===== src/rtl/cc_lives_manager.sv =====
// Lives bookkeeping for the frog game: PLAY / GRACE / OVER FSM with registered outputs.
// Optional extra-life input is compiled in when LIVES_BONUS_EN is defined.
module cc_lives_manager #(
    parameter int LIVES_COUNTER_DATAWIDTH = 3,
    parameter int LIVES_INIT              = 3,
    parameter int LIVES_MAX               = 7,
    parameter int LIVES_LOW_THRESHOLD     = 1,
    parameter int GRACE_CYCLES            = 16,
    parameter int GRACE_DATAWIDTH         = 5
) (
    input  logic                               CC_LIVES_MANAGER_CLOCK_50,
    input  logic                               CC_LIVES_MANAGER_RESET_InHigh,
    input  logic                               CC_LIVES_MANAGER_restart_InHigh,
    input  logic                               CC_LIVES_MANAGER_death_InHigh,
`ifdef LIVES_BONUS_EN
    input  logic                               CC_LIVES_MANAGER_bonus_InHigh,
`endif
    output logic [LIVES_COUNTER_DATAWIDTH-1:0] CC_LIVES_MANAGER_lives_Out,
    output logic                               CC_LIVES_MANAGER_gameover_OutHigh,
    output logic                               CC_LIVES_MANAGER_low_OutHigh,
    output logic                               CC_LIVES_MANAGER_grace_OutHigh,
    output logic                               CC_LIVES_MANAGER_lifelost_OutHigh
);

    localparam int W  = LIVES_COUNTER_DATAWIDTH;
    localparam int GW = GRACE_DATAWIDTH;

    // Initial load is clamped to the ceiling so an illegal parameter set cannot exceed it.
    localparam int LIVES_LOAD_INT = (LIVES_INIT > LIVES_MAX) ? LIVES_MAX : LIVES_INIT;

    localparam logic [W-1:0]  LIVES_LOAD = W'(LIVES_LOAD_INT);
    localparam logic [W-1:0]  LIVES_TOP  = W'(LIVES_MAX);
    localparam logic [W-1:0]  LOW_LEVEL  = W'(LIVES_LOW_THRESHOLD);
    localparam logic [GW-1:0] GRACE_LOAD = GW'(GRACE_CYCLES);
    localparam logic          LOW_AT_RESET = (LIVES_LOAD != '0) && (LIVES_LOAD <= LOW_LEVEL);

    typedef enum logic [1:0] {
        PLAY  = 2'd0,
        GRACE = 2'd1,
        OVER  = 2'd2
    } stateType;

    stateType       state;
    stateType       stateNext;
    logic [W-1:0]   lives;
    logic [W-1:0]   livesNext;
    logic [W-1:0]   livesBumped;
    logic [GW-1:0]  graceCount;
    logic [GW-1:0]  graceCountNext;
    logic           lifelostNext;
    logic           bonus;

`ifdef LIVES_BONUS_EN
    assign bonus       = CC_LIVES_MANAGER_bonus_InHigh;
    assign livesBumped = (lives >= LIVES_TOP) ? lives : lives + W'(1);
`else
    assign bonus       = 1'b0;
    assign livesBumped = lives;
`endif

    always_comb begin
        stateNext      = state;
        livesNext      = lives;
        graceCountNext = graceCount;
        lifelostNext   = 1'b0;

        unique case (state)
            PLAY: begin
                if (CC_LIVES_MANAGER_death_InHigh) begin
                    lifelostNext = 1'b1;
                    // A bonus arriving with the death cancels the decrement; lives stays >= 1.
                    if (bonus) begin
                        stateNext      = GRACE;
                        graceCountNext = GRACE_LOAD;
                    end else begin
                        livesNext = lives - W'(1);
                        if (lives <= W'(1)) begin
                            stateNext      = OVER;
                            graceCountNext = '0;
                        end else begin
                            stateNext      = GRACE;
                            graceCountNext = GRACE_LOAD;
                        end
                    end
                end else if (bonus) begin
                    livesNext = livesBumped;
                end
            end
            GRACE: begin
                if (bonus) begin
                    livesNext = livesBumped;
                end
                if (graceCount <= GW'(1)) begin
                    stateNext      = PLAY;
                    graceCountNext = '0;
                end else begin
                    graceCountNext = graceCount - GW'(1);
                end
            end
            OVER: begin
                livesNext      = '0;
                graceCountNext = '0;
            end
            default: begin
                stateNext      = PLAY;
                livesNext      = LIVES_LOAD;
                graceCountNext = '0;
            end
        endcase

        if (CC_LIVES_MANAGER_restart_InHigh) begin
            stateNext      = PLAY;
            livesNext      = LIVES_LOAD;
            graceCountNext = '0;
            lifelostNext   = 1'b0;
        end
    end

    always_ff @(posedge CC_LIVES_MANAGER_CLOCK_50) begin
        if (CC_LIVES_MANAGER_RESET_InHigh) begin
            state                             <= PLAY;
            lives                             <= LIVES_LOAD;
            graceCount                        <= '0;
            CC_LIVES_MANAGER_gameover_OutHigh <= 1'b0;
            CC_LIVES_MANAGER_grace_OutHigh    <= 1'b0;
            CC_LIVES_MANAGER_lifelost_OutHigh <= 1'b0;
            CC_LIVES_MANAGER_low_OutHigh      <= LOW_AT_RESET;
        end else begin
            state                             <= stateNext;
            lives                             <= livesNext;
            graceCount                        <= graceCountNext;
            CC_LIVES_MANAGER_gameover_OutHigh <= (stateNext == OVER);
            CC_LIVES_MANAGER_grace_OutHigh    <= (stateNext == GRACE);
            CC_LIVES_MANAGER_lifelost_OutHigh <= lifelostNext;
            CC_LIVES_MANAGER_low_OutHigh      <= (livesNext != '0) && (livesNext <= LOW_LEVEL);
        end
    end

    assign CC_LIVES_MANAGER_lives_Out = lives;

endmodule


===== config.mk =====
export PLATFORM = sky130hd
export DESIGN_NAME = cc_lives_manager
export DESIGN_NICKNAME = d
export VERILOG_FILES = /design/src/rtl/cc_lives_manager.sv
export SDC_FILE = /design/constraint.sdc
export NUM_CORES = 1
export LEC_CHECK = 0
export ABC_CLOCK_PERIOD_IN_PS = 1600
export CORE_AREA = 2 2 43 45
export DETAILED_ROUTE_END_ITERATION = 10
export DIE_AREA = 0 0 45 47
export GPL_TIMING_DRIVEN = 0
export PLACE_DENSITY = 0.76
export SETUP_SLACK_MARGIN = 0.2
export SYNTH_ARGS = -nofsm -noshare
export SYNTH_HDL_FRONTEND = slang
export SYNTH_SLANG_ARGS = --single-unit

===== constraint.sdc =====
create_clock -name CC_LIVES_MANAGER_CLOCK_50 -period 1.6 [get_ports CC_LIVES_MANAGER_CLOCK_50]
set_clock_uncertainty 0.15 [all_clocks]
set_input_delay 0.32 -clock CC_LIVES_MANAGER_CLOCK_50 [delete_from_list [all_inputs] [get_ports CC_LIVES_MANAGER_CLOCK_50]]
set_output_delay 0.32 -clock CC_LIVES_MANAGER_CLOCK_50 [all_outputs]
set_load 0.1 [all_outputs]

==> results of run 1 <==
-- worst max-delay path by stage --
stage,start,to,slack [ps]
after global routing,state[1],graceCount[0],-70
after global placement,CC_LIVES_MANAGER_restart_InHigh,graceCount[0],-460
final,state[1],graceCount[0],-20
after floorplan,state[1],graceCount[0],-0.3
after detailed placement,CC_LIVES_MANAGER_restart_InHigh,graceCount[0],-470
after CTS,state[1],graceCount[0],-30
-- sequential cells by signal (all words and copies together) (netlist names) --
signal / flops
CC_LIVES_MANAGER_lives_Out: 3
graceCount: 5
CC_LIVES_MANAGER_gameover_OutHigh: 1
CC_LIVES_MANAGER_low_OutHigh: 1
CC_LIVES_MANAGER_lifelost_OutHigh: 1
CC_LIVES_MANAGER_grace_OutHigh: 1
state: 2
-- layout by cell type (no fill, tap or decap), types with 2 or more instances in the layout --
cell and n:
nor2_1 5, nor3b_1 2, nor3_1 2, buf_6 5, nor3_2 2, dfxtp_1 9
a21oi_2 2, dfxtp_4 2, or3_4 2, inv_1 5, or3_1 5, dlygate4sd2_1 2
a31oi_1 2, dfxtp_2 3, clkbuf_4 4, ha_1 3, buf_4 5, o31ai_1 2
inv_2 2, o21ai_0 2, a21oi_1 4
-- per-stage QoR --
step	utilization [%]	setup slack (ps)
6_report	57.3	-23.7
5_1_grt	57.3	-69.2
4_1_cts	55.5	-34.7
3_5_place_dp	51.1	-472
3_3_place_gp	51.1	-460
2_1_floorplan	-	-0.327
-- layer usage --
layer  global-route usage, %  part of all wire, %  wire length, um  vias to the layer above
met3                    5.77                  4.3               65                        2
met5                       0                    0                0                        -
met2                    29.7                   51              779                       14
met4                    7.06                 0.66               10                        0
met1                    18.2                   44              660                      286
li1                        -                    -                -                      305
-- power breakdown --
| group | total (uW) | leakage [uW] | internal, uW | switching [uW] |
|---|---|---|---|---|
| Sequential | 367 | 0.000115 | 356 | 10.9 |
| Combinational | 135 | 0.000258 | 53.9 | 80.6 |
| Clock | 209 | 0.0000154 | 90.6 | 119 |
| Total | 711 | 0.000389 | 500 | 210 |
-- repair_timing --
action | 4_1_cts | 5_1_grt
setup buffers | 2 | 0
setup endpoints to repair | 16 | 13
gates resized for setup | 56 | 7
pin swaps | 1 | 0
-- final cells by class --
type,count,area share (%)
buffer,4,4.63
tap,17,2.25
clock buffer,3,2.38
inverter,7,2.78
timing repair buffer,11,11.0
sequential,14,30.8
multi-input combinational,52,45.8
clock inverter,1,0.397
-- worst reg2reg max path, delay by kind of cell, from the launching register on --
family,cells,cell delay (ps)
AOI/OAI and AO/OA,1,70
buffers and inverters,2,230
DFF,1,330
and+or+nand+nor,2,760
-- cells by family after synthesis --
kind of cell / share of synthesized area [%]
muxes: 1.42
buffers and inverters: 7.99
AOI/OAI and AO/OA: 21.7
xor gates and xnor gates: 1.24
and+or+nand+nor: 20.8
adders and majority gates: 7.11
DFF: 39.8
==> impl_metrics.tcl, run 1 <==
set metrics [dict create \
    crit_slowest_cell "or4_1" \
    first_iter_violations 13 \
    wl_per_cell_um 13.9 \
    cpMostUsedCell "buf_6" \
    gp_congestion 0.760 \
    synth_fp_nets 85 \
    postCtsHoldBufs 0 \
    num_antenna_cells 0 \
    peakVddDrop_mv 0.514 \
    fp.dieH_um 47 \
    clock_latency_ps 280 \
    crit_path_end_kind "flop" \
    outcome "complete, but fails checks" \
    fin_hold_ws_ps 225 \
    synth_top_area_share_pct 39.8 \
    avgSynthCellArea_um2 9.15 \
    place_hpwl_um 1040 \
    async_flop_share_pct 0 \
    vias_per_cell 5.57 \
    yosys.area.top_type "dfxtp_1" \
    synth_area_um2 704 \
    ant_nets 0 \
    synth-edff-count 0 \
    cts_buffer_depth 2 \
    fillers 143 \
    ys_seq_elements 14 \
    grt_use_total_pct 16.7 \
    vias 607 \
    die_w_um 45 \
    finalPower_uw 711 \
    core_area_um2 1650 \
    cp_num_buf_inv 2 \
    crit_cells 5 \
    path_delay_family "simple AND/OR/NAND/NOR gates" \
    hold_end "graceCount[1]" \
    finalNonFillerCells 109 \
    reg2reg_slack_ps -20 \
    rows 15 \
    violations "negative setup slack" \
    seq_area_frac_synth_pct 39.8 \
    clkTransAtPathRegs_ps 90 \
    synth.distinct_cells 31 \
    synth_cells 77 \
    crit_arrival_ps 1680 \
    tns_ps -23.7 \
    cts_root_buf "clkbuf_4" \
    stdcell_area_um2 946 \
    crit_type "flop to flop" \
    area_growth_pct 34.3 \
    antenna_found_initial 0 \
    r2r_start "state[1]" \
    slowest_delay_ps 390 \
    leakagePower_uw 0.000389 \
    rr_worst_depth 5 \
    worstPathCellList "buf_6 -> or3_4 -> buf_6 -> or4_1 -> o31ai_1" \
    min_period_over_period_pct 101 \
    synth_ff_type "dfxtp_1" \
    dr.pass1.iters 5 \
    grt_pass1_wl_um 2460 \
    die_area_um2 2120 \
    setup_viol 1 \
    required_ps 1650 \
    grt_overflow 0 \
    io_buffers 9 \
    cts_sinks 14 \
    worst-path-max-fanout 3 \
    slew_headroom_pct 82.6 \
    max_slew.worst_pin.slew_ps 260 \
    cts_tree "yes" \
    drc 0 \
    cts_buffers 3 \
    multi_input_area_um2 433 \
    start_kind "flop" \
    hold_violations 0 \
    register_area_um2 292 \
    fmax_mhz 616 \
    layout_setup_ws_ps -23.7 \
    placed_cells 103 \
    maxCapViolCount 0 \
    min_period_ps 1620 \
    yosys-top-cells-area "dfxtp_1, ha_1, or3_1" \
    num_io_pins 11 \
    yosys-top-cells-count "dfxtp_1, inv_1, a21oi_1, or3_1, nor2_1" \
    drt-total-wl_um 1520 \
    grt_pass1_vias 578 \
    rsz0062_at_grt "yes" \
    slew_viol_final 0 \
    place_area_um2 845 \
    yosysWarnings 0 \
    layout.nets 101 \
    grt_max_degree 11 \
    worstHoldStart "CC_LIVES_MANAGER_death_InHigh" \
    min_path_type "primary input to flop" \
    htreeDepth 1 \
    timing.rr.end "graceCount[0]" \
    drive_gt1_share_pct 39.1 \
    power_density_nw_per_um2 751 \
    whs_path_depth 3 \
    initial_core_util_pct 42.7 \
    synth_most_common_cell "dfxtp_1" \
]
(Power assumes the default switching activity.)
==> inputs of run 2 (changes only) <==
--- a/config.mk
+++ b/config.mk
@@ -7,6 +7,7 @@
 export LEC_CHECK = 0
 export ABC_CLOCK_PERIOD_IN_PS = 1600
 export CORE_AREA = 2 2 43 45
+export CTS_CLUSTER_SIZE = 20
 export DETAILED_ROUTE_END_ITERATION = 10
 export DIE_AREA = 0 0 45 47
 export GPL_TIMING_DRIVEN = 0
==> results of run 2 <==
Final layout, timing and power as in run 1 (identical DEF).
==> inputs of run 3 (changes only) <==
--- a/config.mk
+++ b/config.mk
@@ -6,12 +6,12 @@
 export NUM_CORES = 1
 export LEC_CHECK = 0
 export ABC_CLOCK_PERIOD_IN_PS = 1600
-export CORE_AREA = 2 2 43 45
+export CORE_AREA = 2 2 45 47
 export CTS_CLUSTER_SIZE = 20
 export DETAILED_ROUTE_END_ITERATION = 10
-export DIE_AREA = 0 0 45 47
+export DIE_AREA = 0 0 47 49
 export GPL_TIMING_DRIVEN = 0
-export PLACE_DENSITY = 0.76
+export PLACE_DENSITY = 0.7
 export SETUP_SLACK_MARGIN = 0.2
 export SYNTH_ARGS = -nofsm -noshare
 export SYNTH_HDL_FRONTEND = slang
==> impl_metrics.tcl, run 3 (synthesized netlist as in run 1, its figures left out) <==
set metrics [dict create \
    leakagePower_uw 0.000422 \
    crit_slowest_cell "or3_4" \
    pre_cts_slack_ps -473 \
    whs_path_depth 3 \
    cts_root_buf "clkbuf_4" \
    clkTransAtPathRegs_ps 90 \
    layout.nets 105 \
    grt_use_total_pct 15.5 \
    peakVddDrop_mv 0.582 \
    die_area_um2 2300 \
    num_io_pins 11 \
    grt_pass1_vias 602 \
    wl_per_cell_um 13.9 \
    grt_pass1_wl_um 2580 \
    area_growth_pct 54.4 \
    slew_headroom_pct 78.5 \
    fmax_mhz 610 \
    worst-path-max-fanout 6 \
    die_w_um 47 \
    num_antenna_cells 0 \
    vias 644 \
    ant_nets 0 \
    tns_ps -38.7 \
    slew_viol_final 0 \
    place_area_um2 857 \
    violations "negative setup slack" \
    power_density_nw_per_um2 720 \
    fin_hold_ws_ps 251 \
    drive_gt1_share_pct 51.0 \
    clock_latency_ps 280 \
    largest_register "graceCount" \
    drc 0 \
    grt_overflow 0 \
    stdcell_area_um2 1090 \
    slowest_delay_ps 380 \
    hold_violations 0 \
    min_path_type "primary input to flop" \
    cpMostUsedCell "buf_6" \
    worstPathCellList "buf_6 -> or3_4 -> buf_6 -> buf_4 -> buf_6 -> o31ai_1" \
    cts_buffers 3 \
    grt_max_degree 11 \
    io_buffers 9 \
    min_period_over_period_pct 102 \
    largest_register_ffs 5 \
    maxCapViolCount 0 \
    drt-total-wl_um 1720 \
    max_slew.worst_pin.slew_ps 323 \
    dr.pass1.iters 4 \
    fp.dieH_um 49 \
    gp_congestion 0.770 \
    crit_type "flop to flop" \
    cts_sinks 14 \
    mostFrequentLayoutCell "dfxtp_1" \
    crit_arrival_ps 1690 \
    outcome "complete, but fails checks" \
    initial_core_util_pct 38.2 \
    start_kind "flop" \
    mostFrequentLayoutCells "dfxtp_1, buf_6, buf_4" \
    required_ps 1650 \
    rsz0062_at_grt "yes" \
    crit_path_end_kind "flop" \
    cts_buffer_depth 2 \
    first_iter_violations 11 \
    htreeDepth 1 \
    cts_tree "yes" \
    min_period_ps 1640 \
    fillers 160 \
    place_hpwl_um 1050 \
    core_area_um2 1840 \
    layout_setup_ws_ps -38.7 \
    rr_worst_depth 6 \
    setup_viol 1 \
    vias_per_cell 5.24 \
    rows 16 \
    antenna_found_initial 0 \
]
run 3: cell type report:
type                            count  area, um^2  area share, %
Multi-Input combinational cell     52         504           46.4
Sequential cell                    14         294           27.0
Timing Repair Buffer               15         149           13.7
Inverter                            7        26.3           2.42
Buffer                              4        43.8           4.03
Clock buffer                        4        36.3           3.34
Tap cell                           27        33.8           3.11
run 3: worst paths after layout:
kind	startpoint	end	slack, ps
max	state[1]	graceCount[0]	-40
min	CC_LIVES_MANAGER_death_InHigh	graceCount[0]	250
max reg2reg	state[1]	graceCount[0]	-40
min reg2reg	CC_LIVES_MANAGER_lives_Out[1]	CC_LIVES_MANAGER_lives_Out[1]	400
run 3: metrics by stage:
step           total power (uW)  utilization (%)  std cells
2_1_floorplan               461                -         77
3_3_place_gp                487             46.5        113
3_5_place_dp                489             46.5        113
4_1_cts                     761             53.4        122
5_1_grt                     815             59.0        123
6_report                    783             59.0        123
run 3: per-layer routing:
metal  wire, um  vias up  GRT usage [%]
li1           -      318              -
met5          0        -              0
met2        928       13           25.3
met4          0        0           6.94
met3         56        0           3.33
met1        730      313           18.6
run 3: worst max-delay path: cells and delay by family, from the launching register on:
family / cells / cell delay (ps)
AND/OR/NAND/NOR: 1 / 380
buffers and inverters: 4 / 500
AO/OA/AOI/OAI: 1 / 210
flip-flops: 1 / 330
run 3: power breakdown:
group	total, uW	switching, uW	internal (uW)	leakage [uW]
combinational	154	89.7	64.4	0.000286
clock	261	123	138	0.0000210
sequential	367	12.5	355	0.000115
run 3: repair_timing:
item                       4_1_cts  5_1_grt
hold buffers                     0        0
setup endpoints to repair       16       14
cloned                           0        0
pin swaps                        9        5
buffers inserted                 5        1
resized for setup               59       22
